File: config.mk
export PLATFORM = sky130hd
export DESIGN_NAME = fifo_uart_tx
export DESIGN_NICKNAME = d
export VERILOG_FILES = /design/src/rtl/fifo_uart_tx.sv
export SDC_FILE = /design/constraint.sdc
export NUM_CORES = 1
export LEC_CHECK = 0
export BUFFER_PORTS_ARGS = -buffer_cell sky130_fd_sc_hd__buf_2
export CORE_MARGIN = 10
export CORE_UTILIZATION = 40
export CTS_CLUSTER_SIZE = 30
export DETAILED_ROUTE_END_ITERATION = 6
export PLACE_DENSITY = 0.66
export SETUP_SLACK_MARGIN = 0.02
export SYNTH_ARGS = -nofsm -noshare
export SYNTH_HDL_FRONTEND = slang
export SYNTH_SLANG_ARGS = --single-unit
File: constraint.sdc
create_clock -name clk -period 3.97 [get_ports clk]
set_input_delay 1.191 -clock clk [delete_from_list [all_inputs] [get_ports clk]]
set_output_delay 1.191 -clock clk [all_outputs]
set_load 0.05 [all_outputs]
File: src/rtl/fifo_uart_tx.sv
// fifo_uart_tx: pops words from a registered-read FIFO and serialises each one
// as a UART frame: start bit, DATA_WIDTH data bits LSB first, optional parity,
// then 1 or 2 stop bits. Frames run back to back while the FIFO has data and
// tx_en is high. The line idles high.
module fifo_uart_tx #(
    parameter int CLK_FREQ   = 50_000_000,
    parameter int BAUD_RATE  = 115200,
    parameter int DATA_WIDTH = 8,
    parameter int PARITY     = 0,   // 0 none, 1 odd, 2 even
    parameter int STOP_BITS  = 1
) (
    input  logic                  clk,
    input  logic                  rst_n,
    input  logic                  tx_en,
    input  logic                  fifo_empty,
    input  logic [DATA_WIDTH-1:0] fifo_rd_data,
    output logic                  fifo_rd_en,
    output logic                  tx,
    output logic                  busy,
    output logic                  tx_done
);

    localparam int CLKS_PER_BIT = CLK_FREQ / BAUD_RATE;
    localparam int BAUD_W       = $clog2(CLKS_PER_BIT);
    localparam int BIT_W        = $clog2(DATA_WIDTH);

    localparam logic [BAUD_W-1:0] BAUD_LAST = BAUD_W'(CLKS_PER_BIT - 1);
    localparam logic [BIT_W-1:0]  DATA_LAST = BIT_W'(DATA_WIDTH - 1);
    localparam logic [BIT_W-1:0]  STOP_LAST = BIT_W'(STOP_BITS - 1);

    typedef enum logic [2:0] {
        S_IDLE,
        S_FETCH,
        S_START,
        S_DATA,
        S_PARITY,
        S_STOP
    } state_t;

    state_t                state,      state_next;
    logic [BAUD_W-1:0]     baud_cnt,   baud_next;
    logic [BIT_W-1:0]      bit_cnt,    bit_next;
    logic [DATA_WIDTH-1:0] shift_reg,  shift_next;
    logic                  parity_bit, parity_next;
    logic                  tx_next;
    logic                  baud_wrap;

    assign baud_wrap = (baud_cnt == BAUD_LAST);
    assign busy      = (state != S_IDLE);

    // Next-state, counter, pop and tx-line decisions for the frame sequencer.
    always_comb begin
        // NOTE: every output of this block gets a default first so that no
        // path through the case statement can infer a latch.
        state_next  = state;
        baud_next   = baud_cnt;
        bit_next    = bit_cnt;
        shift_next  = shift_reg;
        parity_next = parity_bit;
        fifo_rd_en  = 1'b0;
        tx_done     = 1'b0;

        case (state)
            S_IDLE: begin
                baud_next  = '0;
                bit_next   = '0;
                fifo_rd_en = tx_en & ~fifo_empty;
                if (tx_en & ~fifo_empty) begin
                    state_next = S_FETCH;
                end
            end
            S_FETCH: begin
                // Read data is valid now, one cycle after the pop.
                baud_next   = '0;
                bit_next    = '0;
                shift_next  = fifo_rd_data;
                parity_next = (^fifo_rd_data) ^ (PARITY == 1);
                state_next  = S_START;
            end
            S_START: begin
                baud_next = baud_wrap ? '0 : baud_cnt + 1'b1;
                if (baud_wrap) begin
                    state_next = S_DATA;
                end
            end
            S_DATA: begin
                baud_next = baud_wrap ? '0 : baud_cnt + 1'b1;
                if (baud_wrap) begin
                    shift_next = shift_reg >> 1;
                    if (bit_cnt == DATA_LAST) begin
                        bit_next   = '0;
                        state_next = (PARITY != 0) ? S_PARITY : S_STOP;
                    end else begin
                        bit_next = bit_cnt + 1'b1;
                    end
                end
            end
            S_PARITY: begin
                baud_next = baud_wrap ? '0 : baud_cnt + 1'b1;
                if (baud_wrap) begin
                    state_next = S_STOP;
                end
            end
            S_STOP: begin
                baud_next = baud_wrap ? '0 : baud_cnt + 1'b1;
                if (baud_wrap) begin
                    if (bit_cnt == STOP_LAST) begin
                        tx_done    = 1'b1;
                        bit_next   = '0;
                        state_next = S_IDLE;
                    end else begin
                        bit_next = bit_cnt + 1'b1;
                    end
                end
            end
            default: begin
                state_next = S_IDLE;
            end
        endcase

        // The line level registered for the next cycle follows the state
        // and bit that will be current then.
        case (state_next)
            S_START:  tx_next = 1'b0;
            S_DATA:   tx_next = shift_next[0];
            S_PARITY: tx_next = parity_next;
            default:  tx_next = 1'b1;
        endcase
    end

    // State, counters, shift register and the registered tx line.
    always_ff @(posedge clk or negedge rst_n) begin
        // NOTE: sequential state uses non-blocking assignments so every
        // register samples pre-edge values; all of it, including the shift
        // register, is reset so the line is high and idle straight away.
        if (!rst_n) begin
            state      <= S_IDLE;
            baud_cnt   <= '0;
            bit_cnt    <= '0;
            shift_reg  <= '0;
            parity_bit <= 1'b0;
            tx         <= 1'b1;
        end else begin
            state      <= state_next;
            baud_cnt   <= baud_next;
            bit_cnt    <= bit_next;
            shift_reg  <= shift_next;
            parity_bit <= parity_next;
            tx         <= tx_next;
        end
    end

endmodule

==> results.toml, run 1 <==
[worst_hold_path]
holdPathStages = 2
min_path_type = "reg -> reg"

[cts]
root_buffer = "clkbuf_8"
cts.reportedPaths.clkPinSlew_ps = 90
post_cts_resized = 0
clock_latency_ps = 270
cts_buffer_depth = 2
cts_tree = "built"
cts-buffers-inserted = 3
clkSinkCount = 25
postCtsSetupBuffers = 0
hold_buffers = 0
cts-htree-levels = 1

[synth]
synth_edf_count = 0
ys_types = 41
yosysWarnings = 0
syn-instance-count = 172
syn_nets = 189
netlist_area_um2 = 1540
ys_seq_area_share_pct = 40.8
ys_ff_latch = 25
async_flop_share_pct = 100
ys.flop_type = "dfrtp_1"
avgSynthCellArea_um2 = 8.93

[timing]
holdWs_ps = 491
max_freq_mhz = 308
postLayoutSetupSlackWorst_ps = 726
clock-skew-final_ps = 3.33
worstMarginPinSlew_ps = 795
setup_tns_ps = 0
setup_viol = 0
timing.slew.headroom_pct = 46.9
min_period_over_period_pct = 81.7
grt_setup_unrepaired = "no"
finalHoldViolCount = 0
period_needed_ps = 3240
slew_viol_final = 0

[placed_design]
postPlaceCellArea_um2 = 1630
numPlacedInstances = 227
io_buffers = 15
hpwl_um = 2640
routabilityCongestion = 0.888
dp_slack_ps = 873

[setup_path]
cpMaxStageDelayCell = "nor4b_2"
cp_cell_sequence = "nor4b_2 > nand2_1 > nor4_1 > buf_2"
cp-end-kind = "primary output"
path_max_fanout = 8
max_stage_delay_ps = 530
crit_buf_inv = 1
path_delay_family = "simple AND/OR/NAND/NOR gates"
start_kind = "flip-flop"
worstPathRequired_ps = 2780
r2r_cells = 5
crit_type = "reg -> out"
cp_data_arrival_time_ps = 2050
cp_num_cells = 4

[routing]
drc_errors = 0
via_per_inst = 5.76
drt-wirelength-per-cell_um = 15.6
ant_nets = 0
drtIter0Drc = 138
first_pass_iters = 4
vias = 1330
wirelength_um = 3610

[run_status]
status = "complete, no violations"

[floorplanning]
core_area_um2 = 3690
ioPinCount = 16
chipHeight_um = 82.0
die_area_um2 = 6720
fp.dieW_um = 82.0
fp-row-count = 22
start_util_pct = 41.6

[cells_and_area]
final_cell_mix = "dfrtp_1, nand2_1, buf_2"
layoutNonFillerInstCount = 231
layout.area.seq_um2 = 627
n_fill_cell = 389
largest_register_ffs = 9
antennaDiodeCount = 0
layout-drive-gt1-share_pct = 15.3
mostFrequentLayoutCell = "dfrtp_1"
area_growth_syn_to_layout_pct = 9.37
stdcell_area_um2 = 1680
utilization_pct = 45.5
multi_input_area_um2 = 826
finalNetCount = 201

[pwr]
p_leak_nw = 0.689
peakVddDrop_mv = 0.216
pwr-share-seq_pct = 49.0
power.density_nw_per_um2 = 475
power.share.clock_pct = 19.5
power_mw = 0.798
sw_frac_of_total_pct = 37.9
switchingPower_mw = 0.302
p_int_mw = 0.496
pwr-share-comb_pct = 31.5

[global_routing]
grtUsageTotal_pct = 11.7
grt_antenna_before_repair = 0
grt_pass1_wl_um = 6180
grt_max_degree = 28
grt_pass1_vias = 1291
grt-ovfl-total = 0

[job]
maxCapViolCount = 0
power by group through the flow:
stage | registers [mW] | logic (mW) | clock network, mW
2_1_floorplan | 0.377 | 0.215 | 0
3_3_place_gp | 0.388 | 0.242 | 0
3_5_place_dp | 0.393 | 0.254 | 0
4_1_cts | 0.388 | 0.254 | 0.161
5_1_grt | 0.401 | 0.286 | 0.171
6_report | 0.391 | 0.252 | 0.155
worst reg2reg max path: stages, from the launching register on:
cell       delay (ps)
dfrtp_1           610
nor2b_1           730
nand2_1           380
nand2_1           170
o211ai_1          100
o2bb2ai_1         140
Yosys cell counts (2+ instances only):
master / n / area (um2)
nand2_1: 16 / 60.1
xnor2_1: 11 / 96.3
and2_1: 2 / 12.5
nor2b_1: 4 / 25.0
ha_1: 5 / 62.6
o22ai_1: 13 / 81.3
a22o_1: 3 / 26.3
nor2_1: 13 / 48.8
nand3_1: 8 / 40.0
clkbuf_1: 7 / 26.3
a21oi_1: 13 / 65.1
o41ai_1: 2 / 17.5
o211ai_1: 2 / 15.0
dfrtp_1: 24 / 601
inv_1: 10 / 37.5
o21ai_0: 6 / 30.0
o31ai_1: 3 / 22.5
nor3_1: 3 / 15.0
nand4_1: 5 / 31.3
logic make-up after synthesis:
logic type / after synthesis / synth area share, %
AOI/OAI and AO/OA: 48 / 20.0
buffers and inverters: 19 / 5.38
adders and majority gates: 6 / 4.73
xor gates and xnor gates: 12 / 6.85
muxes: 2 / 1.39
and+or+nand+nor: 60 / 20.8
DFF: 25 / 40.8
per-layer routing:
| layer | GRT usage [%] | vias up | wire length, um |
|---|---|---|---|
| met5 | 0 | - | 0 |
| met1 | 14.7 | 645 | 1640 |
| li1 | - | 649 | - |
| met2 | 18.8 | 34 | 1770 |
| met4 | 3.57 | 0 | 16 |
| met3 | 3.28 | 2 | 182 |
cell type report:
class	count	area share, %
tap	48	3.58
sequential	25	37.3
inverter	10	2.24
multi-input combinational	128	49.2
clock buffer	3	2.46
timing repair buffer	16	4.92
clock inverter	1	0.298
worst paths after layout:
check,slack [ps],startpoint,endpoint
max reg2reg,1770,state[2]$_DFF_PN0_,tx$_DFF_PN1_
max,730,baud_cnt[2]$_DFFE_PN0P_,tx_done
min in group asynchronous,890,rst_n,bit_cnt[1]$_DFFE_PN0P_
min reg2reg,490,parity_bit$_DFF_PN0_,parity_bit$_DFF_PN0_
max in group asynchronous,2700,rst_n,tx$_DFF_PN1_
min,490,parity_bit$_DFF_PN0_,parity_bit$_DFF_PN0_
No activity file was read; power rests on OpenSTA's default activity.
==> run 2, diff against run 1 <==
--- a/config.mk
+++ b/config.mk
@@ -10,7 +10,7 @@
 export CORE_UTILIZATION = 40
 export CTS_CLUSTER_SIZE = 30
 export DETAILED_ROUTE_END_ITERATION = 6
-export PLACE_DENSITY = 0.66
+export PLACE_DENSITY = 0.68
 export SETUP_SLACK_MARGIN = 0.02
 export SYNTH_ARGS = -nofsm -noshare
 export SYNTH_HDL_FRONTEND = slang
==> constraint.sdc (replaced) <==
create_clock -name clk -period 2.9 [get_ports clk]
set_input_delay 0.87 -clock clk [delete_from_list [all_inputs] [get_ports clk]]
set_output_delay 0.87 -clock clk [all_outputs]
set_load 0.05 [all_outputs]
==> run 2 against run 1 <==
Against the previous run: sequential cell count unchanged; count of clock-buffer cells in the layout is the same; non-clock buffer count up 2; clock power rose by 34%; core utilization rose by 1.0 points; register-to-register slack lost 980 ps; die area is the same; sequential power grew 38%; combinational power up 42%; global-route usage decreased by 0.57 points; first-iteration DRC count decreased by 8.7%; largest power group unchanged.
==> results.toml, run 2 (synthesized netlist as in run 1, its figures left out) <==
[run_status]
status = "complete, no violations"

[cts]
hold_buffers = 0
postCtsSetupBuffers = 0
root_buffer = "clkbuf_8"
clock_latency_ps = 270
cts-htree-levels = 1
cts.reportedPaths.clkPinSlew_ps = 80
cts-buffers-inserted = 3
cts_buffer_depth = 2
clkSinkCount = 25
cts_tree = "built"

[global_routing]
grt-ovfl-total = 0
grt_max_degree = 26
top_usage_layer = "met2"
grtUsageTotal_pct = 11.1
grt_pass1_vias = 1194
grt_pass1_wl_um = 5920
grt_use_met1_pct = 15.5
grt.met2_usage_pct = 16.1
use_met3_pct = 3.38
grt_antenna_before_repair = 0

[setup_path]
start_kind = "flip-flop"
cp_data_arrival_time_ps = 1860
r2r_slack_ps = 790
path_max_fanout = 5
regToRegEndpoint = "baud_cnt[0]$_DFFE_PN0P_"
r2r_cells = 5
reg2reg_from = "baud_cnt[2]$_DFFE_PN0P_"
cp-end-kind = "primary output"
worstPathRequired_ps = 2030
crit_type = "reg -> out"

[routing]
drt-wirelength-per-cell_um = 14.7
via_per_inst = 5.58
drtIter0Drc = 126
ant_nets = 0
wirelength_um = 3430
drc_errors = 0
first_pass_iters = 4
vias = 1299

[worst_hold_path]
min_from = "parity_bit$_DFF_PN0_"
min_path_type = "reg -> reg"
min_to = "parity_bit$_DFF_PN0_"
holdPathStages = 2

[pwr]
p_int_mw = 0.690
pwr-share-seq_pct = 48.8
pwr-share-comb_pct = 32.4
sw_frac_of_total_pct = 37.6
p_leak_nw = 0.701
power.density_nw_per_um2 = 645
power_mw = 1.11
peakVddDrop_mv = 0.278
power.share.clock_pct = 18.8
switchingPower_mw = 0.416

[timing]
period_needed_ps = 2730
holdWs_ps = 492
finalHoldViolCount = 0
timing.slew.headroom_pct = 63.0
max_freq_mhz = 366
setup_viol = 0
slew_viol_final = 0
grt_setup_unrepaired = "no"
clock-skew-final_ps = 3.21
worstMarginPinSlew_ps = 554
min_period_over_period_pct = 94.3

[floorplanning]
start_util_pct = 41.6
die_area_um2 = 6720
fp-row-count = 22
chipHeight_um = 82.0
ioPinCount = 16
fp.dieW_um = 82.0
core_area_um2 = 3690

[cells_and_area]
layout-drive-gt1-share_pct = 17.3
finalNetCount = 203
utilization_pct = 46.5
final_cell_mix = "dfrtp_1, nand2_1, buf_2"
mostFrequentLayoutCell = "dfrtp_1"
area_growth_syn_to_layout_pct = 11.8
largest_register_ffs = 9
antennaDiodeCount = 0

[placed_design]
routabilityCongestion = 0.828
io_buffers = 15
hpwl_um = 2540

[job]
maxCapViolCount = 0
run 2: worst max path at each step:
stage / startpoint / to / slack, ps / depth (start not counted)
after floorplan: baud_cnt[2]$_DFFE_PN0P_ / tx_done / -5 / 4
after global placement: baud_cnt[2]$_DFFE_PN0P_ / tx_done / 360 / 4
after detailed placement: baud_cnt[2]$_DFFE_PN0P_ / tx_done / 330 / 4
after CTS: baud_cnt[2]$_DFFE_PN0P_ / tx_done / 120 / 4
after global routing: baud_cnt[1]$_DFFE_PN0P_ / tx_done / 50 / 6
final: baud_cnt[6]$_DFFE_PN0P_ / tx_done / 170 / 4
run 2: worst max-delay path: stages, from the launching register on:
cell	delay [ps]
dfrtp_1	460
nor4b_4	420
nand2_1	180
nor4_2	260
clkbuf_4	270
run 2: repair_timing:
action / 4_1_cts / 5_1_grt
gates cloned: 0 / 0
pin swaps: 0 / 1
resized for setup: 1 / 1
endpoints found under the setup margin: 1 / 1
run 2: metal layers:
layer  wire length (um)  part of all wire [%]
met5                  0                     0
met4                 44                   1.3
met2               1490                    43
met1               1710                    50
met3                188                   5.5
run 2: final cells by class:
type                    count  area (um2)
well taps                  48        60.1
multi-input cells         128         846
flip-flops and latches     25         627
fillers                   366        1970
repair buffers             18         100
clock inverters             1        5.00
inverters                  10        37.5
clock buffers               3        41.3
run 2: per-stage QoR:
| step | TNS [ps] | instance area (um2) | instances | setup slack (ps) |
|---|---|---|---|---|
| global placement | 0 | 1660 | 229 | 364 |
| detailed placement | 0 | 1660 | 229 | 327 |
| finish | 0 | 1720 | 233 | 166 |
| global route | 0 | 1720 | 233 | 48.8 |
| CTS | 0 | 1710 | 233 | 119 |
| floorplan | -4.63 | 1550 | 172 | -4.63 |
run 2: power by group through the flow:
stage	clock (mW)	sequential (mW)	combinational, mW
6_report	0.208	0.540	0.359
2_1_floorplan	0	0.516	0.296
5_1_grt	0.232	0.550	0.400
3_5_place_dp	0	0.532	0.362
3_3_place_gp	0	0.530	0.353
4_1_cts	0.215	0.535	0.363
